## config.mk

```make
export PLATFORM = sky130hd
export DESIGN_NAME = pwm_pattern_seq_flat
export DESIGN_NICKNAME = d
export VERILOG_FILES = /design/src/rtl/pwm_pattern_seq_if.sv /design/src/rtl/pwm_pattern_seq.sv /design/src/flat_wrapper.sv
export SDC_FILE = /design/constraint.sdc
export NUM_CORES = 1
export LEC_CHECK = 0
export CAP_MARGIN = 15
export CORE_MARGIN = 5
export CORE_UTILIZATION = 25
export CTS_CLUSTER_DIAMETER = 120
export DETAILED_ROUTE_END_ITERATION = 10
export PLACE_DENSITY_LB_ADDON = 0.08
export SLEW_MARGIN = 20
export SYNTH_ARGS = -nofsm -noshare
export SYNTH_HDL_FRONTEND = slang
export SYNTH_SLANG_ARGS = --single-unit
```

## constraint.sdc

```tcl
create_clock -name clk -period 2.4 [get_ports clk]
set_input_delay 0.36 -clock clk [delete_from_list [all_inputs] [get_ports clk]]
set_output_delay 0.36 -clock clk [all_outputs]
set_load 0.02 [all_outputs]
```

## src/rtl/pwm_pattern_seq_if.sv

```systemverilog
`default_nettype none
// ============================================================================
// Module : pwm_pattern_seq_if
// Brief  : Run control, pattern-table write port and outputs of pwm_pattern_seq
// Rev    : 1.0
// ============================================================================
interface pwm_pattern_seq_if #(
  parameter int NUM_CH = 3,
  parameter int CH_W   = 2,
  parameter int STEP_W = 3,
  parameter int DUR_W  = 4
);
  logic              enable;
  logic              cfg_we;
  logic [CH_W-1:0]   cfg_ch;
  logic [STEP_W-1:0] cfg_step;
  logic              cfg_level;
  logic [DUR_W-1:0]  cfg_dur;
  logic              cfg_last;
  logic              tick;
  logic [NUM_CH-1:0] pwm_out;
  logic [NUM_CH-1:0] cycle_done;

  modport master (
    output enable, cfg_we, cfg_ch, cfg_step, cfg_level, cfg_dur, cfg_last,
    input  tick, pwm_out, cycle_done
  );

  modport slave (
    input  enable, cfg_we, cfg_ch, cfg_step, cfg_level, cfg_dur, cfg_last,
    output tick, pwm_out, cycle_done
  );
endinterface
`default_nettype wire

```

## src/rtl/pwm_pattern_seq.sv

```systemverilog
`default_nettype none
// ============================================================================
// Module : pwm_pattern_seq
// Brief  : N-channel table-driven ON/OFF pattern generator on a shared tick
// Rev    : 1.0
// ============================================================================
module pwm_pattern_seq #(
  parameter int NUM_CH    = 3,
  parameter int TICK_DIV  = 27000000,
  parameter int MAX_STEPS = 8,
  parameter int DUR_W     = 4,
  parameter int CH_W      = (NUM_CH > 1) ? $clog2(NUM_CH) : 1,
  parameter int STEP_W    = $clog2(MAX_STEPS)
) (
  input logic              clk,
  input logic              rst_n,
  pwm_pattern_seq_if.slave bus
);
  localparam int                 c_PS_W     = $clog2(TICK_DIV);
  localparam logic [c_PS_W-1:0]  c_PS_MAX   = c_PS_W'(TICK_DIV - 1);
  localparam logic [STEP_W-1:0]  c_STEP_MAX = STEP_W'(MAX_STEPS - 1);

  logic [c_PS_W-1:0] r_ps;
  logic              w_tick;
  logic [NUM_CH-1:0] w_pwm;
  logic [NUM_CH-1:0] w_cd;

  assign w_tick = bus.enable && (r_ps == c_PS_MAX);

  always_ff @(posedge clk or negedge rst_n) begin
    if (!rst_n) begin
      r_ps <= '0;
    end else if (!bus.enable || w_tick) begin
      r_ps <= '0;
    end else begin
      r_ps <= r_ps + c_PS_W'(1);
    end
  end

  genvar g;
  for (g = 0; g < NUM_CH; g++) begin : g_ch
    logic              r_tlvl  [MAX_STEPS];
    logic [DUR_W-1:0]  r_tdur  [MAX_STEPS];
    logic              r_tlast [MAX_STEPS];
    logic [STEP_W-1:0] r_ptr;
    logic [DUR_W-1:0]  r_rem;
    logic              r_lvl;
    logic              r_last;
    logic              r_pwm;
    logic              r_cd;
    logic              w_adv;
    logic              w_wrap;
    logic              w_ld;
    logic              w_wr;
    logic [STEP_W-1:0] w_nptr;
    logic [STEP_W-1:0] w_ld_idx;

    assign w_adv    = w_tick && (r_rem <= DUR_W'(1));
    assign w_wrap   = r_last || (r_ptr == c_STEP_MAX);
    assign w_nptr   = w_wrap ? '0 : r_ptr + STEP_W'(1);
    // Idle continuously reloads step 0 so the first enabled cycle starts clean.
    assign w_ld     = !bus.enable || w_adv;
    assign w_ld_idx = bus.enable ? w_nptr : '0;
    assign w_wr     = bus.cfg_we && (bus.cfg_ch == CH_W'(g));

    always_ff @(posedge clk or negedge rst_n) begin
      if (!rst_n) begin
        r_ptr  <= '0;
        r_rem  <= DUR_W'(1);
        r_lvl  <= 1'b0;
        r_last <= 1'b1;
        r_pwm  <= 1'b0;
        r_cd   <= 1'b0;
      end else begin
        r_pwm <= bus.enable & r_lvl;
        r_cd  <= w_adv & w_wrap;
        if (w_ld) begin
          r_ptr  <= w_ld_idx;
          r_rem  <= (r_tdur[w_ld_idx] == '0) ? DUR_W'(1) : r_tdur[w_ld_idx];
          r_lvl  <= r_tlvl[w_ld_idx];
          r_last <= r_tlast[w_ld_idx];
        end else if (w_tick) begin
          r_rem <= r_rem - DUR_W'(1);
        end
      end
    end

    // Table reads above see pre-write contents; a same-cycle write lands after.
    always_ff @(posedge clk or negedge rst_n) begin
      if (!rst_n) begin
        for (int s = 0; s < MAX_STEPS; s++) begin
          r_tlvl[s]  <= 1'b0;
          r_tdur[s]  <= DUR_W'(1);
          r_tlast[s] <= (s == 0);
        end
      end else if (w_wr) begin
        r_tlvl[bus.cfg_step]  <= bus.cfg_level;
        r_tdur[bus.cfg_step]  <= bus.cfg_dur;
        r_tlast[bus.cfg_step] <= bus.cfg_last;
      end
    end

    assign w_pwm[g] = r_pwm;
    assign w_cd[g]  = r_cd;
  end

  assign bus.tick       = w_tick;
  assign bus.pwm_out    = w_pwm;
  assign bus.cycle_done = w_cd;
endmodule
`default_nettype wire

```

## src/flat_wrapper.sv

```systemverilog
// flat-port wrapper written by rule: the top's interface ports become plain ports
module pwm_pattern_seq_flat 
#(
  parameter int NUM_CH    = 3,
  parameter int TICK_DIV  = 27000000,
  parameter int MAX_STEPS = 8,
  parameter int DUR_W     = 4,
  parameter int CH_W      = (NUM_CH > 1) ? $clog2(NUM_CH) : 1,
  parameter int STEP_W    = $clog2(MAX_STEPS)
)
  (clk, rst_n, bus_enable, bus_cfg_we, bus_cfg_ch, bus_cfg_step, bus_cfg_level, bus_cfg_dur, bus_cfg_last, bus_tick, bus_pwm_out, bus_cycle_done);
  pwm_pattern_seq_if #(.NUM_CH(NUM_CH), .CH_W(CH_W), .STEP_W(STEP_W), .DUR_W(DUR_W)) bus_i ();
  input logic clk;
  input logic rst_n;
  input wire logic [$bits(bus_i.enable)-1:0] bus_enable;
  input wire logic [$bits(bus_i.cfg_we)-1:0] bus_cfg_we;
  input wire logic [$bits(bus_i.cfg_ch)-1:0] bus_cfg_ch;
  input wire logic [$bits(bus_i.cfg_step)-1:0] bus_cfg_step;
  input wire logic [$bits(bus_i.cfg_level)-1:0] bus_cfg_level;
  input wire logic [$bits(bus_i.cfg_dur)-1:0] bus_cfg_dur;
  input wire logic [$bits(bus_i.cfg_last)-1:0] bus_cfg_last;
  output wire logic [$bits(bus_i.tick)-1:0] bus_tick;
  output wire logic [$bits(bus_i.pwm_out)-1:0] bus_pwm_out;
  output wire logic [$bits(bus_i.cycle_done)-1:0] bus_cycle_done;
  assign bus_i.enable = bus_enable;
  assign bus_i.cfg_we = bus_cfg_we;
  assign bus_i.cfg_ch = bus_cfg_ch;
  assign bus_i.cfg_step = bus_cfg_step;
  assign bus_i.cfg_level = bus_cfg_level;
  assign bus_i.cfg_dur = bus_cfg_dur;
  assign bus_i.cfg_last = bus_cfg_last;
  assign bus_tick = bus_i.tick;
  assign bus_pwm_out = bus_i.pwm_out;
  assign bus_cycle_done = bus_i.cycle_done;
  pwm_pattern_seq #(.NUM_CH(NUM_CH), .TICK_DIV(TICK_DIV), .MAX_STEPS(MAX_STEPS), .DUR_W(DUR_W), .CH_W(CH_W), .STEP_W(STEP_W)) u_core (.clk(clk), .rst_n(rst_n), .bus(bus_i));
endmodule
```

==> impl_metrics.toml, run 1 <==
[run_status]
status = "finished with violations"
violations = "setup timing"

[synth]
synth_common_cells = "dfrtp_1 (169), mux2_2 (150), nand2_1 (71)"
synth_top_area_cell = "dfrtp_1"
ys_async_sr_fraction_pct = 100
synth.distinct_cells = 70
synth_area_leaders = "dfrtp_1 (42%), mux2_2 (17%), dfstp_2 (8.7%)"
synth_top_area_share_pct = 42.2
ys_warn_count = 0
synth_ff_type = "dfrtp_1"
syn_area_per_cell_um2 = 11.4
synth_edf_count = 0
ys_ff_latch = 202
netlist_area_um2 = 10000
yosys.cell_count.top_type = "dfrtp_1"
seq_area_frac_synth_pct = 50.9
synth_nets = 904
syn_inst = 876

[timing]
rsz0062_at_grt = "true"
fin_ws_ns = -0.0707
fin_crit_sh_pct = 103
fin_skew_ns = 0.00844
hold_viol = 0
tightest_slew_ns = 0.630
finalSetupViolCount = 1
max_freq_mhz = 405
post-route-min-period_ns = 2.47
slew_headroom_pct = 57.6
hold_slack_ns = 0.332
finalMaxSlewViolations = 0

[floorplanning]
rows = 73
chipHeight_um = 210
core_um2 = 39700
fp.dieW_um = 210
start_util_pct = 25.2
dieArea_um2 = 44200
io_pins = 22

[clock_network]
cts.sinks = 202
cts_root_buf = "clkbuf_16"
cts_tree = "built"
clkLatencyLatePin_ns = 0.54
clk_pin_slew_ns = 0.06
htreeDepth = 1
numCtsBuffers = 26
cts_buffer_depth = 3

[setup_path]
startpoint_type = "register"
crit_arrival_ns = 2.11
crit_required_ns = 2.04
end_kind = "primary output"
r2r_cells = 8
cp_max_fo = 2
criticalPathCategory = "reg2out"

[route]
met1_length_um = 15100
top_layer = "met4"
vias_per_cell = 4.68
wire_per_inst_um = 19.2
drt_wl_total_um = 29600
met3_length_um = 774
initialDrtViolationCount = 305
dr.pass1.iters = 4
dr_total_vias = 7218
ant_nets = 0
dr_wl_met2_um = 13100
route.detailed.drc = 0

[run]
maxCapViolCount = 0

[cells_and_area]
antenna_cells = 0
layout-drive-gt1-share_pct = 40.0
syn2layout_area_growth_pct = 27.9
nets = 1024

[grt]
grt_first_pass_wirelength_um = 46800
grt_remaining_overflow = 0
grt_max_degree = 64
grt_pass1_vias = 7520
grtUsageTotal_pct = 13.4
antenna_found_initial = 0

[hold_path]
min_path_type = "in2async"

[pwr]
p_per_area_nw_per_um2 = 876
p_leak_nw = 5.52
ir_worst_vdd_v = 0.000406

[placed_design]
numPortBuffers = 21
dp_slack_ns = -0.328
dp_hpwl_um = 20800
gp_congestion = 0.788
-- power breakdown --
| group | internal (mW) | switching (mW) | total, mW |
|---|---|---|---|
| sequential | 4.10 | 0.454 | 4.56 |
| clock | 2.65 | 1.57 | 4.22 |
| combinational | 1.29 | 1.16 | 2.45 |
| total | 8.04 | 3.19 | 11.2 |
-- kinds of logic (layout without fill, tap and decap cells) --
group / count (synthesis) / in the layout / synth area share (%)
xor gates and xnor gates: 22 / 22 / 1.92
adders and majority gates: 13 / 13 / 1.62
and+or+nand+nor: 269 / 269 / 13.8
buffers and inverters: 69 / 209 / 2.85
AOI/OAI and AO/OA: 121 / 121 / 8.17
muxes: 180 / 180 / 20.7
DFF: 202 / 202 / 50.9
-- cell usage in the layout (no fill, tap or decap), drive strengths merged, types with 5 or more instances in the layout --
cell type and instances:
and2 5, ha 13, dfrtp 169, or3 5
and3 8, clkbuf 33, o22ai 5, nor3 34
nand3 22, nor4 7, nor2 61, a21oi 25
mux2i 23, a211oi 10, a311oi 6, a221oi 11
clkinv 10, a21o 5, xor2 14, mux2 150
o21ai 32, nand3b 5, inv 18, nand4 9
xnor2 8, nand2 71, nand2b 5, dfstp 33
buf 123, clkdlybuf4s50 19, mux4 7, nor2b 5
nor3b 8
-- final timing paths --
check | start | endpoint | slack (ns)
setup / recovery | u_core.r_ps[8] | bus_tick | -0.07
hold / removal | rst_n | u_core.g_ch[2].r_tdur[7] | 0.33
setup reg to reg | u_core.g_ch[2].r_ptr[0] | u_core.g_ch[2].r_rem[0] | 0.02
hold reg to reg | u_core.g_ch[2].r_lvl | u_core.g_ch[2].r_lvl | 0.49
max in group asynchronous | rst_n | u_core.g_ch[1].r_tlast[7] | 1.26
min in group clk | u_core.g_ch[2].r_lvl | u_core.g_ch[2].r_lvl | 0.49
-- layout make-up --
class / instances / area (um^2)
Multi-Input combinational cell: 605 / 4840
Clock inverter: 15 / 178
Clock buffer: 33 / 758
Sequential cell: 202 / 5100
Timing Repair Buffer: 143 / 1210
Fill cell: 4077 / 26900
Tap cell: 525 / 657
Inverter: 18 / 67.6
-- sequential cells by signal (all words and copies together) (netlist names), 9 cells and up --
signal / cells
u_core.g_ch.r_tdur: 96
u_core.r_ps: 25
u_core.g_ch.r_tlast: 24
u_core.g_ch.r_tlvl: 24
u_core.g_ch.r_rem: 12
u_core.g_ch.r_ptr: 9
-- worst max-delay path: stages, from the launching register on --
cell	delay, ns
dfrtp_1	0.38
or4b_4	0.55
nor4_4	0.18
and3_1	0.21
nand2_1	0.07
inv_1	0.07
buf_6	0.11
-- per-layer routing --
metal / vias to the layer above / track usage [%]
met1: 3668 / 20.0
li1: 3436 / -
met4: 0 / 3.08
met3: 34 / 1.89
met2: 80 / 20.6
met5: - / 0
-- through the flow --
step                      setup TNS [ns]  cells  utilization (%)  power, mW  cell area (um^2)
after detailed placement           -3.90   1484             29.3       6.95             11600
after floorplan                  -0.0486    876                -       5.98             10100
after global placement             -3.54   1484             29.3       6.95             11600
after CTS                         -0.161   1537             31.9       11.3             12700
final                            -0.0707   1541             32.3       11.2             12800
after global routing              -0.345   1541             32.3       11.8             12800
-- repair_timing --
action,4_1_cts,5_1_grt
setup endpoints to repair,14,15
pin swaps,12,18
buffers inserted,4,3
gates cloned,0,1
endpoints found under the hold margin,43,0
hold buffers,1,0
resized for setup,17,28
Power figures use the tool's default switching activity.
==> run 2, diff against run 1 <==
--- a/config.mk
+++ b/config.mk
@@ -7,7 +7,7 @@
 export LEC_CHECK = 0
 export CAP_MARGIN = 15
 export CORE_MARGIN = 5
-export CORE_UTILIZATION = 25
+export CORE_UTILIZATION = 40
 export CTS_CLUSTER_DIAMETER = 120
 export DETAILED_ROUTE_END_ITERATION = 10
 export PLACE_DENSITY_LB_ADDON = 0.08
==> impl_metrics.toml, run 2 (synthesis gave the netlist of run 1 again) <==
[cells_and_area]
regMostFlops = "u_core.g_ch.r_tdur"
multi_input_area_um2 = 4820
final_cell_area_um2 = 12300
largest_register_ff_count = 96
reg_top3 = "u_core.g_ch.r_tdur (96), u_core.r_ps (25)"
layout-drive-gt1-share_pct = 38.3
fillers = 2235
final_cell_mix = "dfrtp_1 (169), mux2_2 (150), buf_4 (102), nand2_1 (68), nor2_1 (58)"
seqCellArea_um2 = 5100
mostFrequentLayoutCell = "dfrtp_1"
nets = 1009
antenna_cells = 0
syn2layout_area_growth_pct = 22.3

[pwr]
p_comb_share_pct = 22.7
switchingPower_mw = 3.00
p_leak_nw = 5.36
clockPowerShare_pct = 33.3
ir_worst_vdd_v = 0.000520
seqPwrFrac_pct = 44.0
total_power_mw = 10.4
p_sw_share_pct = 28.9
p_per_area_nw_per_um2 = 846
power_report.internal_total_mw = 7.38

[run_status]
violations = "setup timing"
status = "finished with violations"

[setup_path]
max_stage_delay_ns = 0.55
rrSetupSlack_ns = 0.06
crit_path_start = "u_core.r_ps[18]"
critPathCapture = "bus_tick"
path_buf_inv = 2
r2r_cells = 8
end_kind = "primary output"
cp_cell_sequence = "or4b_4 -> nor4_4 -> and3_4 -> nand2_4 -> inv_2 -> buf_6"
startpoint_type = "register"
path_depth = 6
crit_required_ns = 2.04
slowest_stage = "or4b_4"
crit_arrival_ns = 2.10
rr_endpoint = "u_core.g_ch[2].r_rem[0]"
crit_family = "simple AND/OR/NAND/NOR gates"
reg2reg_from = "u_core.g_ch[2].r_ptr[1]"
cp_max_fo = 2
criticalPathCategory = "reg2out"

[placed_design]
numPortBuffers = 21
place_area_um2 = 11300
dp_hpwl_um = 18700
gp_congestion = 0.933

[timing]
tightest_slew_ns = 0.559
post-route-min-period_ns = 2.46
max_freq_mhz = 406
finalMaxSlewViolations = 0
hold_slack_ns = 0.361
hold_viol = 0
fin_ws_ns = -0.0646
fin_crit_sh_pct = 103
finalSetupViolCount = 1
rsz0062_at_grt = "true"
fin_skew_ns = 0.0104
slew_headroom_pct = 62.5

[grt]
grt_pass1_vias = 7647
grt_remaining_overflow = 0
grt_max_degree = 65
antenna_found_initial = 0
grt_first_pass_wirelength_um = 43100
grtUsageTotal_pct = 18.8

[floorplanning]
rows = 58
start_util_pct = 40.2
chipHeight_um = 168
fp.dieW_um = 168
dieArea_um2 = 28300
core_um2 = 24900
io_pins = 22

[route]
wire_per_inst_um = 19.9
dr_total_vias = 7251
ant_nets = 0
dr.pass1.iters = 5
drt_wl_total_um = 26500
route.detailed.drc = 0
vias_per_cell = 5.46
initialDrtViolationCount = 357

[clock_network]
cts_root_buf = "clkbuf_16"
clk_pin_slew_ns = 0.06
htreeDepth = 1
clkLatencyLatePin_ns = 0.51
cts.sinks = 202
numCtsBuffers = 24
cts_tree = "built"
cts_buffer_depth = 3

[hold_path]
min_path_type = "in2async"

[run]
maxCapViolCount = 0
## run 2: worst min path at each step
stage / start / end / slack (ns)
after CTS: rst_n / u_core.r_ps[23] / 0.36
after global placement: rst_n / u_core.r_ps[23] / 0.33
final: rst_n / u_core.r_ps[23] / 0.36
after detailed placement: rst_n / u_core.r_ps[21] / 0.34
after global routing: rst_n / u_core.r_ps[21] / 0.39
after floorplan: rst_n / u_core.g_ch[0].r_cd / 0.06
## run 2: metal layers
metal,track usage [%],wire [um],vias to the layer above
li1,-,-,3406
met1,27.4,12500,3679
met2,30.0,12600,119
met3,2.42,777,47
met4,4.52,580,0
met5,0,0,-
## run 2: repair_timing
| action | CTS | global route |
|---|---|---|
| hold buffers | 1 | 0 |
| resized for setup | 19 | 22 |
| buffers inserted | 3 | 3 |
| pin swaps | 9 | 11 |
| gates cloned | 0 | 0 |
| setup endpoints to repair | 17 | 13 |
| hold endpoints to repair | 42 | 0 |
## run 2: worst reg2reg max path: stages, from the launching register on
cell	delay [ns]
dfrtp_1	0.38
ha_2	0.21
ha_4	0.16
or4b_1	0.54
or3_1	0.34
o311ai_1	0.11
o41ai_2	0.14
nor4b_2	0.22
a2bb2oi_1	0.17
## run 2: layout make-up
| type | count | area share, % |
|---|---|---|
| clock buffers | 36 | 5.85 |
| well taps | 330 | 3.37 |
| multi-input cells | 605 | 39.3 |
| flip-flops and latches | 202 | 41.6 |
| repair buffers | 130 | 8.99 |
| inverters | 18 | 0.551 |
| clock inverters | 8 | 0.347 |
## run 2: power groups by stage
stage,registers (mW),logic [mW],clock network (mW)
floorplan,4.42,1.56,0
global placement,4.59,2.20,0
detailed placement,4.61,2.26,0
CTS,4.55,2.30,3.55
global route,4.63,2.60,3.71
finish,4.56,2.35,3.46
## run 2: metrics by stage
stage / cells / worst slack, ns / TNS (ns) / utilization [%]
4_1_cts: 1327 / -0.118 / -0.118 / 48.8
3_3_place_gp: 1279 / -0.257 / -2.48 / 45.4
2_1_floorplan: 876 / -0.0353 / -0.0486 / -
5_1_grt: 1329 / -0.154 / -0.227 / 49.2
6_report: 1329 / -0.0646 / -0.0646 / 49.2
3_5_place_dp: 1279 / -0.304 / -3.20 / 45.4
==> run 3, diff against run 2 <==
==> constraint.sdc (replaced) <==
create_clock -name clk -period 2.9 [get_ports clk]
set_input_delay 0.435 -clock clk [delete_from_list [all_inputs] [get_ports clk]]
set_output_delay 0.435 -clock clk [all_outputs]
set_load 0.02 [all_outputs]
==> impl_metrics.toml, run 3 (synthesis gave the netlist of run 1 again) <==
[pwr]
p_leak_nw = 5.17
ir_worst_vdd_v = 0.000355
p_per_area_nw_per_um2 = 727

[timing]
fin_skew_ns = 0.0151
finalMaxSlewViolations = 0
max_freq_mhz = 367
hold_viol = 0
hold_slack_ns = 0.485
fin_crit_sh_pct = 94.0
slew_headroom_pct = 33.8
tightest_slew_ns = 0.990
post-route-min-period_ns = 2.73
finalSetupViolCount = 0
rsz0062_at_grt = "false"

[clock_network]
numCtsBuffers = 25
cts.sinks = 202
cts_root_buf = "clkbuf_16"
clk_pin_slew_ns = 0.05
htreeDepth = 1
clkLatencyLatePin_ns = 0.51
cts_buffer_depth = 3
cts_tree = "built"
cts_setup_buffers = 0

[placed_design]
dp_hpwl_um = 18300
gp_congestion = 0.846
numPortBuffers = 21
dp.cells = 1249

[hold_path]
hold_path.startpoint = "u_core.g_ch[1].r_ptr[1]"
hold_path_depth = 2
min_path_type = "reg2reg"

[setup_path]
cp_cell_sequence = "or4b_4 -> nor4_4 -> and3_1 -> nand2_1 -> inv_1 -> clkdlybuf4s15_2"
startpoint_type = "register"
end_kind = "primary output"
reg2reg_from = "u_core.g_ch[1].r_ptr[0]"
crit_arrival_ns = 2.29
crit_path_start = "u_core.r_ps[6]"
rrSetupSlack_ns = 0.18
crit_required_ns = 2.47
criticalPathCategory = "reg2out"
r2r_cells = 8
cp_max_fo = 6
max_stage_delay_ns = 0.54
slowest_stage = "or4b_4"

[run_status]
status = "complete, no violations"

[route]
ant_nets = 0
vias_per_cell = 5.49
route.detailed.drc = 0
initialDrtViolationCount = 451
dr_total_vias = 7103
drt_wl_total_um = 26300
dr.pass1.iters = 5
wire_per_inst_um = 20.3

[run]
maxCapViolCount = 0

[cells_and_area]
regMostFlops = "u_core.g_ch.r_tdur"
nets = 975
final_cell_mix = "dfrtp_1 (168), mux2_2 (150), nand2_1 (71), buf_4 (71), nor2_1 (60)"
mostFrequentLayoutCell = "dfrtp_1"
largest_register_ff_count = 96
fillers = 2291
multi_input_area_um2 = 4640
layout-drive-gt1-share_pct = 32.8
stdcell_count = 1294
seqCellArea_um2 = 5100
reg_top3 = "u_core.g_ch.r_tdur (96), u_core.r_ps (25)"
antenna_cells = 0
syn2layout_area_growth_pct = 18.0

[grt]
grt_first_pass_wirelength_um = 42400
grt_remaining_overflow = 0
grt_pass1_vias = 7442
antenna_found_initial = 0
grt_max_degree = 73
grtUsageTotal_pct = 18.7

[floorplanning]
fp.dieW_um = 168
core_um2 = 24900
io_pins = 22
rows = 58
chipHeight_um = 168
dieArea_um2 = 28300
start_util_pct = 40.2
==> run 3: worst max-delay path, delay by kind of cell (launching register included) <==
family	cells	cell delay, ns
buffers and inverters	2	0.31
DFF	1	0.44
and+or+nand+nor	4	1.03
==> run 3: where the power goes <==
| group | switching (mW) | total (mW) | internal, mW |
|---|---|---|---|
| Combinational | 0.872 | 1.79 | 0.922 |
| Sequential | 0.365 | 3.76 | 3.40 |
| Clock | 1.16 | 3.04 | 1.88 |
==> run 3: area by class of cell <==
class,count,area share [%]
clock buffers,37,6.09
clock inverters,7,0.720
inverters,18,0.571
multi-input cells,605,39.3
flip-flops and latches,202,43.1
well taps,330,3.49
repair buffers,95,6.75
==> run 3: timing repair <==
item | CTS | global route
pin swaps | 0 | 1
hold buffers | 1 | 0
endpoints found under the setup margin | 1 | 2
hold endpoints to repair | 47 | 0
resized for setup | 4 | 1
==> run 3: per-layer routing <==
| layer | vias up | part of all wire (%) | track usage, % |
|---|---|---|---|
| li1 | 3325 | - | - |
| met1 | 3622 | 48 | 26.6 |
| met2 | 122 | 47 | 30.7 |
| met3 | 34 | 3.6 | 2.51 |
| met4 | 0 | 1.7 | 3.81 |
| met5 | - | 0 | 0 |
==> run 3: worst paths after layout <==
| kind | end |
|---|---|
| setup / recovery | bus_tick |
| setup reg to reg | u_core.g_ch[1].r_lvl |
| max in group asynchronous | u_core.r_ps[6] |
| hold reg to reg | u_core.g_ch[1].r_ptr[1] |
| min in group asynchronous | u_core.g_ch[2].r_tdur[21] |
| hold / removal | u_core.g_ch[1].r_ptr[1] |
==> run 3: metrics by stage <==
stage	cell area [um^2]	utilization (%)	power, mW	setup WS, ns	TNS [ns]
6_report	11800	47.5	8.60	0.173	0
5_1_grt	11800	47.5	9.06	0.0382	0
3_5_place_dp	11000	44.2	5.60	-0.0667	-0.0667
2_1_floorplan	10000	-	4.92	0.306	0
4_1_cts	11800	47.5	8.69	0.00869	0
3_3_place_gp	11000	44.2	5.56	-0.0681	-0.101
==> RTL change (settings of run 1) <==
`MAX_STEPS` is set to 8 in 2 places; all go to 16.
--- a/src/rtl/pwm_pattern_seq.sv
+++ b/src/rtl/pwm_pattern_seq.sv
@@ -7,7 +7,7 @@
 module pwm_pattern_seq #(
   parameter int NUM_CH    = 3,
   parameter int TICK_DIV  = 27000000,
-  parameter int MAX_STEPS = 8,
+  parameter int MAX_STEPS = 16,
   parameter int DUR_W     = 4,
   parameter int CH_W      = (NUM_CH > 1) ? $clog2(NUM_CH) : 1,
   parameter int STEP_W    = $clog2(MAX_STEPS)
--- a/src/flat_wrapper.sv
+++ b/src/flat_wrapper.sv
@@ -3,7 +3,7 @@
 #(
   parameter int NUM_CH    = 3,
   parameter int TICK_DIV  = 27000000,
-  parameter int MAX_STEPS = 8,
+  parameter int MAX_STEPS = 16,
   parameter int DUR_W     = 4,
   parameter int CH_W      = (NUM_CH > 1) ? $clog2(NUM_CH) : 1,
   parameter int STEP_W    = $clog2(MAX_STEPS)
Interface: changed (resized bus_cfg_step); port bits go from 22 to 23. The function was not compared with the original's and may differ.
==> RTL change against run 1 <==
Die area increased by 70%; critical endpoint unchanged; sequential share of layout area fell by 2.2 points; clock skew rose by 0.017 ns; synthesized area rose by 74%; setup slack got worse by 0.066 ns; cell area rose by 83%; routed wire length increased by 97%; global-route usage increased by 2.1 points; count of clock-buffer cells in the layout rose by 38; sequential cell count increased by 147; the flow still finishes with violations (negative setup slack); total power increased by 51%; critical path type unchanged.
==> RTL change: results (changes against run 1) <==
| Metric | Value |
|---|---|
| Status | finished with violations (unchanged) |
| Failing checks | negative setup slack (unchanged) |
| Clock Power Share | 0.434 (was 0.376) |
| Vias | 13080 (was 7218) |
| Per-cell routed wire length | 21.33 um (was 19.23 um) |
| Worst Tran Pin Value | 0.6946 ns (was 0.6304 ns) |
| Post-synthesis sequential area ratio | 0.5043 (was 0.5087) |
| Min-delay worst type | in2reg (was in2async) |
| Area contributors post-synth | dfrtp_1, mux2_2, dfstp_2, mux2i_1, nand2_1 (was dfrtp_1, mux2_2, dfstp_2, nand2_1, mux2i_1) |
| End of the worst register-to-register path | u_core.g_ch[2].r_rem[0] (unchanged) |
| Final worst-path setup slack | -0.1372 ns (was -0.07073 ns) |
| Initial antenna violation count | 1 (was 0) |
| Peak supply drop | 485.6 uV (was 406.4 uV) |
| Sequential Power | 7.14 mW (was 4.56 mW) |
| Critical path data arrival time | 2.18 ns (was 2.11 ns) |
| Tot GR Track Use | 0.1545 (was 0.1339) |
| CTS Buffer Depth | 3 (unchanged) |
| Layout cells sized above 1 | 0.4890 (was 0.3996) |
| Most frequent cells after synthesis | mux2_2, dfrtp_1, nand2_1, nor2_1, mux2i_1 (was dfrtp_1, mux2_2, nand2_1, nor2_1, clkbuf_1) |
| Port Buffers | 22 (was 21) |
| Clock latency on the worst-skew pair | 0.59 ns (was 0.54 ns) |
| First-pass GRT wire length | 89040 um (was 46820 um) |
| Depth of the CTS H-tree | 2 (was 1) |
| DP Wirelength | 39940 um (was 20790 um) |
| Biggest regs | u_core.g_ch.r_tdur x192, u_core.g_ch.r_tlast x48, u_core.g_ch.r_tlvl x48 (was u_core.g_ch.r_tdur x96, u_core.r_ps x25) |
| Largest stage delay on the critical path | 0.51 ns (was 0.55 ns) |
| # setup viols final | 2 (was 1) |
| Placed standard-cell area | 0.02066 mm2 (was 0.01163 mm2) |
| Post-cts sizing count | 65 (was 17) |
| DRT iter0 DRCs | 611 (was 305) |
| Final Wtd Congestion | 0.8421 (was 0.7875) |
| Post-CTS Setup Inserts | 15 (was 4) |
| Largest net degree at the start of global routing | 64 (unchanged) |
| Unique masters post-synth | 88 (was 70) |
| Clock skew | 0.02523 ns (was 0.008438 ns) |
| First-pass DRT Iterations | 5 (was 4) |
| Layout net count | 1798 (was 1024) |
| Inserted Clock Buffers | 46 (was 26) |
==> RTL change: changes by cell type after synthesis, moves of 9 or more <==
cell,change
a31oi_1,+12
buf_2,+28
clkbuf_1,+17
dfrtp_1,+123
dfstp_2,+24
mux2_2,+163
mux2i_1,+35
nand2_1,+61
nand2b_1,+17
nand3_1,+30
nor2_1,+24
nor3_1,-9
==> RTL change: routing by layer <==
layer | global-route usage | part of all wire | up-vias
li1 | - | - | 6040
met1 | 0.2227 | 0.49 | 6772
met2 | 0.2467 | 0.46 | 196
met3 | 0.02091 | 0.031 | 72
met4 | 0.03690 | 0.020 | 0
met5 | 0 | 0 | -
==> RTL change: stage by stage <==
step	setup WS, ns	TNS (ns)	instances	hold WS, ns	power (mW)
after floorplan	0.1024	0	1505	0.06441	8.443
after global placement	-0.7095	-12.43	2619	0.3809	9.472
after detailed placement	-0.6606	-12.63	2619	0.3765	9.507
after CTS	-0.1957	-0.2414	2721	0.2686	17.09
after global routing	-0.2339	-0.7280	2741	0.2789	17.72
final	-0.1372	-0.1460	2743	0.2945	16.90
==> RTL change: how the worst max path moves through the flow <==
stage | startpoint | end | slack (ns) | cells past startpoint
after floorplan | u_core.g_ch[0].r_ptr[1] | u_core.g_ch[0].r_lvl | 0.10 | 10
after global placement | bus_enable | u_core.g_ch[2].r_rem[2] | -0.71 | 10
after detailed placement | bus_enable | u_core.g_ch[2].r_rem[0] | -0.66 | 10
after CTS | u_core.r_ps[9] | bus_tick | -0.20 | 5
after global routing | u_core.r_ps[9] | bus_tick | -0.23 | 5
final | u_core.r_ps[9] | bus_tick | -0.14 | 5
==> RTL change: area by class of cell <==
cell class | count | area [um2] | share of cell area
antenna | 2 | 5.005 | 0.0002135
clock buffer | 71 | 1429 | 0.06096
clock inverter | 15 | 188.9 | 0.008060
inverter | 25 | 93.84 | 0.004003
multi-input combinational | 1032 | 8827 | 0.3766
sequential | 349 | 8810 | 0.3758
tap | 931 | 1165 | 0.04969
timing repair buffer | 318 | 2923 | 0.1247
==> RTL change: logic make-up (layout without fill, tap and decap cells) <==
logic type | Yosys count | count (layout) | synth area share
XOR/XNOR | 25 | 25 | 0.01254
other | 0 | 2 | 0
AND/OR/NAND/NOR | 419 | 419 | 0.1210
adder cells (fa/ha/maj) | 10 | 10 | 0.007166
buffers and inverters | 124 | 429 | 0.03088
AO/OA/AOI/OAI | 204 | 204 | 0.08513
flip-flops | 349 | 349 | 0.5043
multiplexers | 374 | 374 | 0.2390
==> RTL change: worst register-to-register path, cell delays in order (launching register included) <==
cell,delay [ns]
dfrtp_1,0.42
ha_4,0.20
xnor2_2,0.13
nor2_2,0.16
buf_6,0.17
mux2i_1,0.21
mux2i_1,0.14
a2111oi_4,0.39
buf_4,0.20
a31oi_4,0.04
o311ai_2,0.27
